### config.mk
export PLATFORM = sky130hd
export DESIGN_NAME = stream_rr_arbiter
export DESIGN_NICKNAME = d
export VERILOG_FILES = /design/src/rtl/stream_rr_arbiter_pkg.sv /design/src/rtl/rr_prio_select.sv /design/src/rtl/stream_rr_arbiter.sv
export SDC_FILE = /design/constraint.sdc
export NUM_CORES = 1
export LEC_CHECK = 0
export BUFFER_PORTS_ARGS = -buffer_cell sky130_fd_sc_hd__buf_2
export CAP_MARGIN = 30
export CORE_AREA = 2 2 69 71
export CTS_CLUSTER_SIZE = 30
export DETAILED_ROUTE_END_ITERATION = 16
export DIE_AREA = 0 0 71 73
export GPL_TIMING_DRIVEN = 0
export PLACE_DENSITY = 0.81
export SYNTH_ARGS = -nofsm -noshare
export SYNTH_HDL_FRONTEND = slang
export SYNTH_HIERARCHICAL = 1
export SYNTH_SLANG_ARGS = --single-unit
### constraint.sdc
create_clock -name clk -period 4.3 [get_ports clk]
set_input_delay 0.215 -clock clk [delete_from_list [all_inputs] [get_ports clk]]
set_output_delay 0.215 -clock clk [all_outputs]
set_load 0.01 [all_outputs]
### src/rtl/stream_rr_arbiter_pkg.sv
// Shared stream types: arbiter FSM state encoding and the index-width helper.
// The top-level file names the optional packet-mode macro, STREAM_ARB_PACKET_EN.
package stream_rr_arbiter_pkg;

  typedef enum logic [1:0] {
    ARB_IDLE = 2'd0,
    ARB_HOLD = 2'd1,
    ARB_PKT  = 2'd2
  } arb_state_e;

  // Index width for n requesters, never narrower than one bit.
  function automatic int idx_w(input int n);
    return (n <= 2) ? 1 : $clog2(n);
  endfunction

endpackage

### src/rtl/rr_prio_select.sv
// Rotating find-first-set: the first asserted request at or after start_i, wrapping modulo NUM_INPUTS.
// Purely combinational with no flow control; reusable by any round-robin arbiter.
module rr_prio_select
  import stream_rr_arbiter_pkg::*;
#(
  parameter  int NUM_INPUTS = 4,
  localparam int IDX_W      = idx_w(NUM_INPUTS)
) (
  input  logic [NUM_INPUTS-1:0] req_i,
  input  logic [IDX_W-1:0]      start_i,
  output logic                  found_o,
  output logic [IDX_W-1:0]      idx_o
);

  // One extra bit so start + offset cannot overflow before the explicit wrap.
  localparam int           CW  = IDX_W + 1;
  localparam logic [CW-1:0] N_W = CW'(NUM_INPUTS);

  logic [CW-1:0] cand;

  always_comb begin
    found_o = 1'b0;
    idx_o   = start_i;
    cand    = '0;
    for (int i = 0; i < NUM_INPUTS; i++) begin
      cand = {1'b0, start_i} + CW'(i);
      if (cand >= N_W) begin
        cand = cand - N_W;
      end
      if (!found_o && req_i[cand[IDX_W-1:0]]) begin
        found_o = 1'b1;
        idx_o   = cand[IDX_W-1:0];
      end
    end
  end

endmodule

### src/rtl/stream_rr_arbiter.sv
// Zero-latency N:1 round-robin valid/ready arbiter; a grant stalled by out_ready_i stays locked until it handshakes.
// Define STREAM_ARB_PACKET_EN to also hold the grant until the beat carrying in_last_i completes.
module stream_rr_arbiter
  import stream_rr_arbiter_pkg::*;
#(
  parameter  int NUM_INPUTS = 4,
  parameter  int DATA_WIDTH = 32,
  localparam int IDX_W      = idx_w(NUM_INPUTS)
) (
  input  logic                             clk,
  input  logic                             rst,
  input  logic [NUM_INPUTS-1:0]            in_valid_i,
  output logic [NUM_INPUTS-1:0]            in_ready_o,
  input  logic [NUM_INPUTS*DATA_WIDTH-1:0] in_data_i,
  input  logic [NUM_INPUTS-1:0]            in_last_i,
  output logic                             out_valid_o,
  input  logic                             out_ready_i,
  output logic [DATA_WIDTH-1:0]            out_data_o,
  output logic                             out_last_o,
  output logic [IDX_W-1:0]                 out_idx_o
);

  localparam logic [IDX_W-1:0] LAST_IDX = IDX_W'(NUM_INPUTS - 1);

  arb_state_e       state_q, state_d;
  logic [IDX_W-1:0] ptr_q, ptr_d;
  logic [IDX_W-1:0] lock_idx_q, lock_idx_d;

  logic             sel_found;
  logic [IDX_W-1:0] sel_idx;
  logic             locked;
  logic [IDX_W-1:0] grant_idx;
  logic             grant_vld;
  logic             hs;
  logic [IDX_W-1:0] next_ptr;

  logic [DATA_WIDTH-1:0] data_arr [NUM_INPUTS];

  for (genvar g = 0; g < NUM_INPUTS; g++) begin : g_unpack
    assign data_arr[g] = in_data_i[g*DATA_WIDTH +: DATA_WIDTH];
  end

  rr_prio_select #(
    .NUM_INPUTS (NUM_INPUTS)
  ) u_prio (
    .req_i   (in_valid_i),
    .start_i (ptr_q),
    .found_o (sel_found),
    .idx_o   (sel_idx)
  );

  // A locked grant follows its own input's valid even if it drops, so the output never switches source mid-transfer.
  always_comb begin
    locked    = (state_q != ARB_IDLE);
    grant_idx = locked ? lock_idx_q : sel_idx;
    grant_vld = locked ? in_valid_i[lock_idx_q] : sel_found;
  end

  always_comb begin
    out_valid_o = grant_vld & ~rst;
    out_idx_o   = grant_idx;
    out_data_o  = data_arr[grant_idx];
    out_last_o  = in_last_i[grant_idx];
    hs          = out_valid_o & out_ready_i;
    in_ready_o  = '0;
    in_ready_o[grant_idx] = hs;
    next_ptr    = (grant_idx == LAST_IDX) ? '0 : grant_idx + IDX_W'(1);
  end

  always_comb begin
    state_d    = state_q;
    ptr_d      = ptr_q;
    lock_idx_d = lock_idx_q;
    case (state_q)
      ARB_IDLE, ARB_HOLD: begin
        if (hs) begin
`ifdef STREAM_ARB_PACKET_EN
          if (!out_last_o) begin
            state_d    = ARB_PKT;
            lock_idx_d = grant_idx;
          end else begin
            state_d = ARB_IDLE;
            ptr_d   = next_ptr;
          end
`else
          state_d = ARB_IDLE;
          ptr_d   = next_ptr;
`endif
        end else if (grant_vld) begin
          state_d    = ARB_HOLD;
          lock_idx_d = grant_idx;
        end
      end
`ifdef STREAM_ARB_PACKET_EN
      ARB_PKT: begin
        if (hs && out_last_o) begin
          state_d = ARB_IDLE;
          ptr_d   = next_ptr;
        end
      end
`endif
      default: begin
        state_d = ARB_IDLE;
      end
    endcase
  end

  always_ff @(posedge clk) begin
    if (rst) begin
      state_q    <= ARB_IDLE;
      ptr_q      <= '0;
      lock_idx_q <= '0;
    end else begin
      state_q    <= state_d;
      ptr_q      <= ptr_d;
      lock_idx_q <= lock_idx_d;
    end
  end

`ifndef SYNTHESIS
  hold_valid_stable: assert property (@(posedge clk) disable iff (rst)
    (state_q == ARB_HOLD) |-> in_valid_i[lock_idx_q])
    else $error("stream_rr_arbiter: locked input %0d dropped valid before handshake", lock_idx_q);
`endif

endmodule
After elaboration in Yosys (flattened, before gate mapping)
Index checks and enable logic that the tools add are counted.

word-level totals
  logic and storage cells = 75
  input bits = 139
  output and inout port bits = 40
  register bits after elaboration = 5

cells by class
  add/sub/neg operators = 8
  bitwise logic cells = 7
  eq/ne operators = 1
  muxes and demuxes = 32
  reductions and logical operators = 12
  magnitude comparators = 12

operators by type and width
  operator                                                                count
  32-bit binary-select mux with 2-bit select                              1
  32-bit 2-to-1 mux                                                       2
  2-bit 2-to-1 mux                                                        10
  2-bit by 3-bit < comparator with 1-bit output (second input constant)   6
  1-bit binary-select mux with 2-bit select                               6
  3-bit >= comparator (second input constant)                             4
  1-bit 2-to-1 mux                                                        12
  2-bit by 1-bit subtractor with 2-bit output (second input constant)     4
  2-bit by 2-bit adder with 3-bit output (second input constant)          2
  4-bit bitwise AND                                                       1
  1-bit logical AND                                                       4
  2-bit by 1-bit adder with 3-bit output (second input constant)          1
  2-bit by 3-bit >= comparator with 1-bit output (second input constant)  1
  1-bit zero test                                                         3
  1-bit NOT                                                               3
  2-bit NOT with 3-bit output                                             1
  3-bit AND reduction                                                     1
  3-bit OR reduction                                                      1
  2-bit by 1-bit adder with 2-bit output (second input constant)          1
  1-bit bitwise AND                                                       2
  1-bit demux with 2-bit select                                           1
  2-bit == test (second input constant)                                   1
  2-bit by 1-bit >= comparator with 1-bit output (second input constant)  1
  2-bit zero test                                                         1
  other kinds (2)                                                         2

Depth between registers and ports, before layout
  word-level depth = 20
  gate-level depth with buffers = 10
  depth with buffers taken out = 8

Cells and area by module
The synthesis kept the hierarchy.

by module, submodules not included
  module             seq. area each (um2)  area each (um2)  cells an instance  instances
  stream_rr_arbiter  100.1                 1422.6           259                1
  rr_prio_select     0.0                   96.3             16                 1

Worst setup path after synthesis
OpenSTA, ideal clock, no wires.

  path kind = register to output
  start point = register ptr_q[1]
  end point = output out_data_o[0]
  slack = 2224 ps
  data arrival time = 1861 ps
  buffers on the path = 2
  cell stages (with the launch flop) = 9
  path through = dfxtp_1 -> or3_1 -> nand4b_1 -> nand2_1 -> mux2i_4 -> buf_4 -> clkbuf_1 -> nand2_1 -> a31oi_1

on the way
  word-level cells in the longest chain between the ends = 19
  elaborated cells on any way between the ends = 41

RTL lines
  item                                                                             RTL line                  text
  start: declaration                                                               stream_rr_arbiter.sv:26   logic [IDX_W-1:0] ptr_q, ptr_d;
  start signal: assignment                                                         stream_rr_arbiter.sv:115  ptr_q <= ptr_d;
  branches (longest 13 deep; another with 2-bit by 1-bit adder with 3-bit output)  -
  2-bit 2-to-1 mux *                                                               rr_prio_select.sv:30      if (!found_o && req_i[cand[IDX_W-1:0]]) begin
  via sel_idx[1]                                                                   stream_rr_arbiter.sv:30   logic [IDX_W-1:0] sel_idx;
  2-bit 2-to-1 mux *                                                               stream_rr_arbiter.sv:55   grant_idx = locked ? lock_idx_q : sel_idx;
  2-bit NOT with 3-bit output (implied by the code) *                              stream_rr_arbiter.sv:62   out_data_o = data_arr[grant_idx];
  32-bit binary-select mux with 2-bit select *                                     stream_rr_arbiter.sv:62
  32-bit 2-to-1 mux (implied by the code) * (2 in series)                          stream_rr_arbiter.sv:62
  end: declaration                                                                 stream_rr_arbiter.sv:18   output logic [DATA_WIDTH-1:0] out_data_o,

Mark *: on every way through the listed nets, which the timed path passes. The select of a mux whose other input is x is not followed.

Final worst setup path
  start point = register ptr_q[1]
  end point = output out_data_o[10]

Same word-level chain as after synthesis.

==> metrics.cfg <==
[status]
status = completed

[timing]
fin_crit_ns = 2.721
worst_pin_slew_ns = 0.5408
max_slew_margin_pct = 63.94
setup_viol = 0
slew_viol_final = 0
setup_ws_ns = 1.579
period_share_pct = 63.29
fin_tns_setup_ns = 0
rsz0062_at_grt = no
skew_ns = 0.002800
clock.fmax_ghz = 0.3675
hold_viol = 0

[synthesis]
ys_ff_latch = 5
syn_nets = 418
synth.avg_cell_area_sq_um = 5.523
synthCells = 275
yosysUniqueCellTypes = 30
synth-seq-area-share_pct = 6.590
synth-main-ff-cell = dfxtp_1
async_flop_share_pct = 0
yosys_warnings = 6
syn-cell-area_sq_um = 1519
synth_edf_count = 0

[clock_tree]
cts_tree = built
cts-root-buf = clkbuf_8
postCtsResizedCells = 0
clkTransAtPathRegs_ns = 0.04
cts-htree-levels = 1
cts_hold_buf = 0
clock_latency_ns = 0.23
numCtsBuffers = 3
postCtsSetupBuffers = 0
clock-sinks = 5
cts_buffer_depth = 2

[placed_design]
dpl-instance-area_sq_um = 2477
dp_slack_ns = 1.804
place.gp.congestion = 0.8318
port_buffers = 178
dp_hpwl_um = 5077

[final_layout]
fill_cells = 450
nets = 601
area_delta_synth_final_pct = 66.06
n_antenna_cell = 0
final_cell_mix = buf_2, nand2_1, and3_1, a31oi_1, clkbuf_1
final_common_cell = buf_2
drive_above_1_share_pct = 42.89
fin_area_sq_um = 2522

[routing]
drtIter0Drc = 158
dr.pass1.iters = 4
totalWireLength_um = 6430
drc_errors = 0
antenna_left = 0
vias_per_cell = 5.035
vias = 2573
wl_per_cell_um = 12.58

[hold_path]
hp-class = primary input to flop

[die]
top_level_ports = 179
coreArea_sq_um = 4536
num_rows = 25
die_y_um = 73
dieArea_sq_um = 5183
die_width_um = 71
start_util_pct = 33.49

[grt]
grt_use_met1_pct = 28.33
grtUsageTotal_pct = 23.43
antenna_found_initial = 0
grt_overflow = 0
met2_usage_pct = 42.99
grt_pass1_vias = 2357
grt_start_max_net_pins = 13
top_usage_layer = met2
grt_pass1_wl_um = 10120
use_met3_pct = 3.039

[power]
p_leak_nw = 1.511
internal_power_uw = 436.0
power.total_uw = 896.8
clock_power_share_pct = 10.1
swShare_pct = 51.38
p_per_area_nw_per_um2 = 355.5
switchingPower_uw = 460.8
seq_power_share_pct = 7.6
share_comb_of_total_power_pct = 82.4
irDropWorstVdd_mv = 0.1632

[setup_path]
cp-start-kind = flop
crit_fanout = 10
crit_type = flop to output pin
worstPathRequired_ns = 4.09
worst_setup_path_end_kind = output pin
critPathArrivalTime_ns = 2.51

[job]
drv_cap = 0

-- final cells by class --
| class | instances | area (sq um) | share of cell area (%) |
|---|---|---|---|
| Tap cell | 54 | 67.56 | 2.679 |
| Multi-Input combinational cell | 245 | 1276 | 50.60 |
| Buffer | 21 | 126.4 | 5.010 |
| Clock buffer | 4 | 45.04 | 1.786 |
| Sequential cell | 5 | 100.1 | 3.968 |
| Timing Repair Buffer | 178 | 890.9 | 35.32 |
| Inverter | 4 | 16.27 | 0.6448 |
-- sequential cells by signal (all words and copies together) (netlist names) --
signal,flops
state_q,1
ptr_q,2
lock_idx_q,2
-- power groups by stage --
| stage | combinational [mW] | clock, mW | sequential [mW] |
|---|---|---|---|
| 3_3_place_gp | 0.727 | 0 | 0.0680 |
| 3_5_place_dp | 0.737 | 0 | 0.0687 |
| 5_1_grt | 0.819 | 0.0964 | 0.0692 |
| 4_1_cts | 0.741 | 0.0917 | 0.0679 |
| 6_report | 0.738 | 0.0903 | 0.0680 |
| 2_1_floorplan | 0.454 | 0 | 0.0653 |
-- critical path, stage by stage, from the launching register on --
cell and delay, ns:
dfxtp_1 0.36, or3_1 0.39, nand4b_1 0.11, nand2_1 0.10
mux2i_4 0.23, buf_4 0.22, clkbuf_1 0.39, nand2_1 0.10
a31oi_1 0.21, buf_2 0.16
-- cells by family after synthesis --
kind of cell | synth area share [%]
AO/OA/AOI/OAI | 19.27
adder cells (fa/ha/maj) | 3.295
buffers and inverters | 9.389
flip-flops | 6.590
multiplexers | 5.684
AND/OR/NAND/NOR | 55.77
-- cell usage after synthesis (2+ instances only) --
cell type | number | area share (%)
mux2i_1 | 3 | 2.0
buf_6 | 4 | 3.0
and3_1 | 34 | 14
ha_1 | 4 | 3.3
nand2b_1 | 4 | 1.6
inv_1 | 3 | 0.74
dfxtp_1 | 5 | 6.6
buf_4 | 4 | 2.0
clkbuf_1 | 11 | 2.7
a311oi_1 | 2 | 1.2
nor2_1 | 4 | 0.99
nor2b_1 | 2 | 0.82
a31oi_1 | 34 | 14
a21oi_1 | 3 | 0.99
nand2_1 | 137 | 34
and2_1 | 6 | 2.5
mux2i_4 | 2 | 3.0
-- stage by stage --
step	hold slack, ns	util [%]	instances
after detailed placement	0.4439	54.62	507
final	0.2287	55.61	511
after global placement	0.4330	54.62	507
after global routing	0.2419	55.61	511
after CTS	0.2287	55.61	511
after floorplan	0.2871	-	275
-- routing by layer --
| layer | share of wire (%) | up-vias |
|---|---|---|
| li1 | - | 1299 |
| met1 | 42 | 1145 |
| met2 | 51 | 120 |
| met3 | 6.0 | 9 |
| met4 | 1.3 | 0 |
| met5 | 0 | - |
-- final timing paths --
check / startpoint / endpoint / slack, ns / depth (start not counted)
setup / recovery: ptr_q[1] / out_data_o[10] / 1.58 / 9
hold / removal: out_ready_i / state_q[0] / 0.23 / 2
setup reg to reg: ptr_q[1] / ptr_q[1] / 1.94 / 7
hold reg to reg: ptr_q[0] / ptr_q[0] / 0.51 / 2
Power figures use the tool's default switching activity.
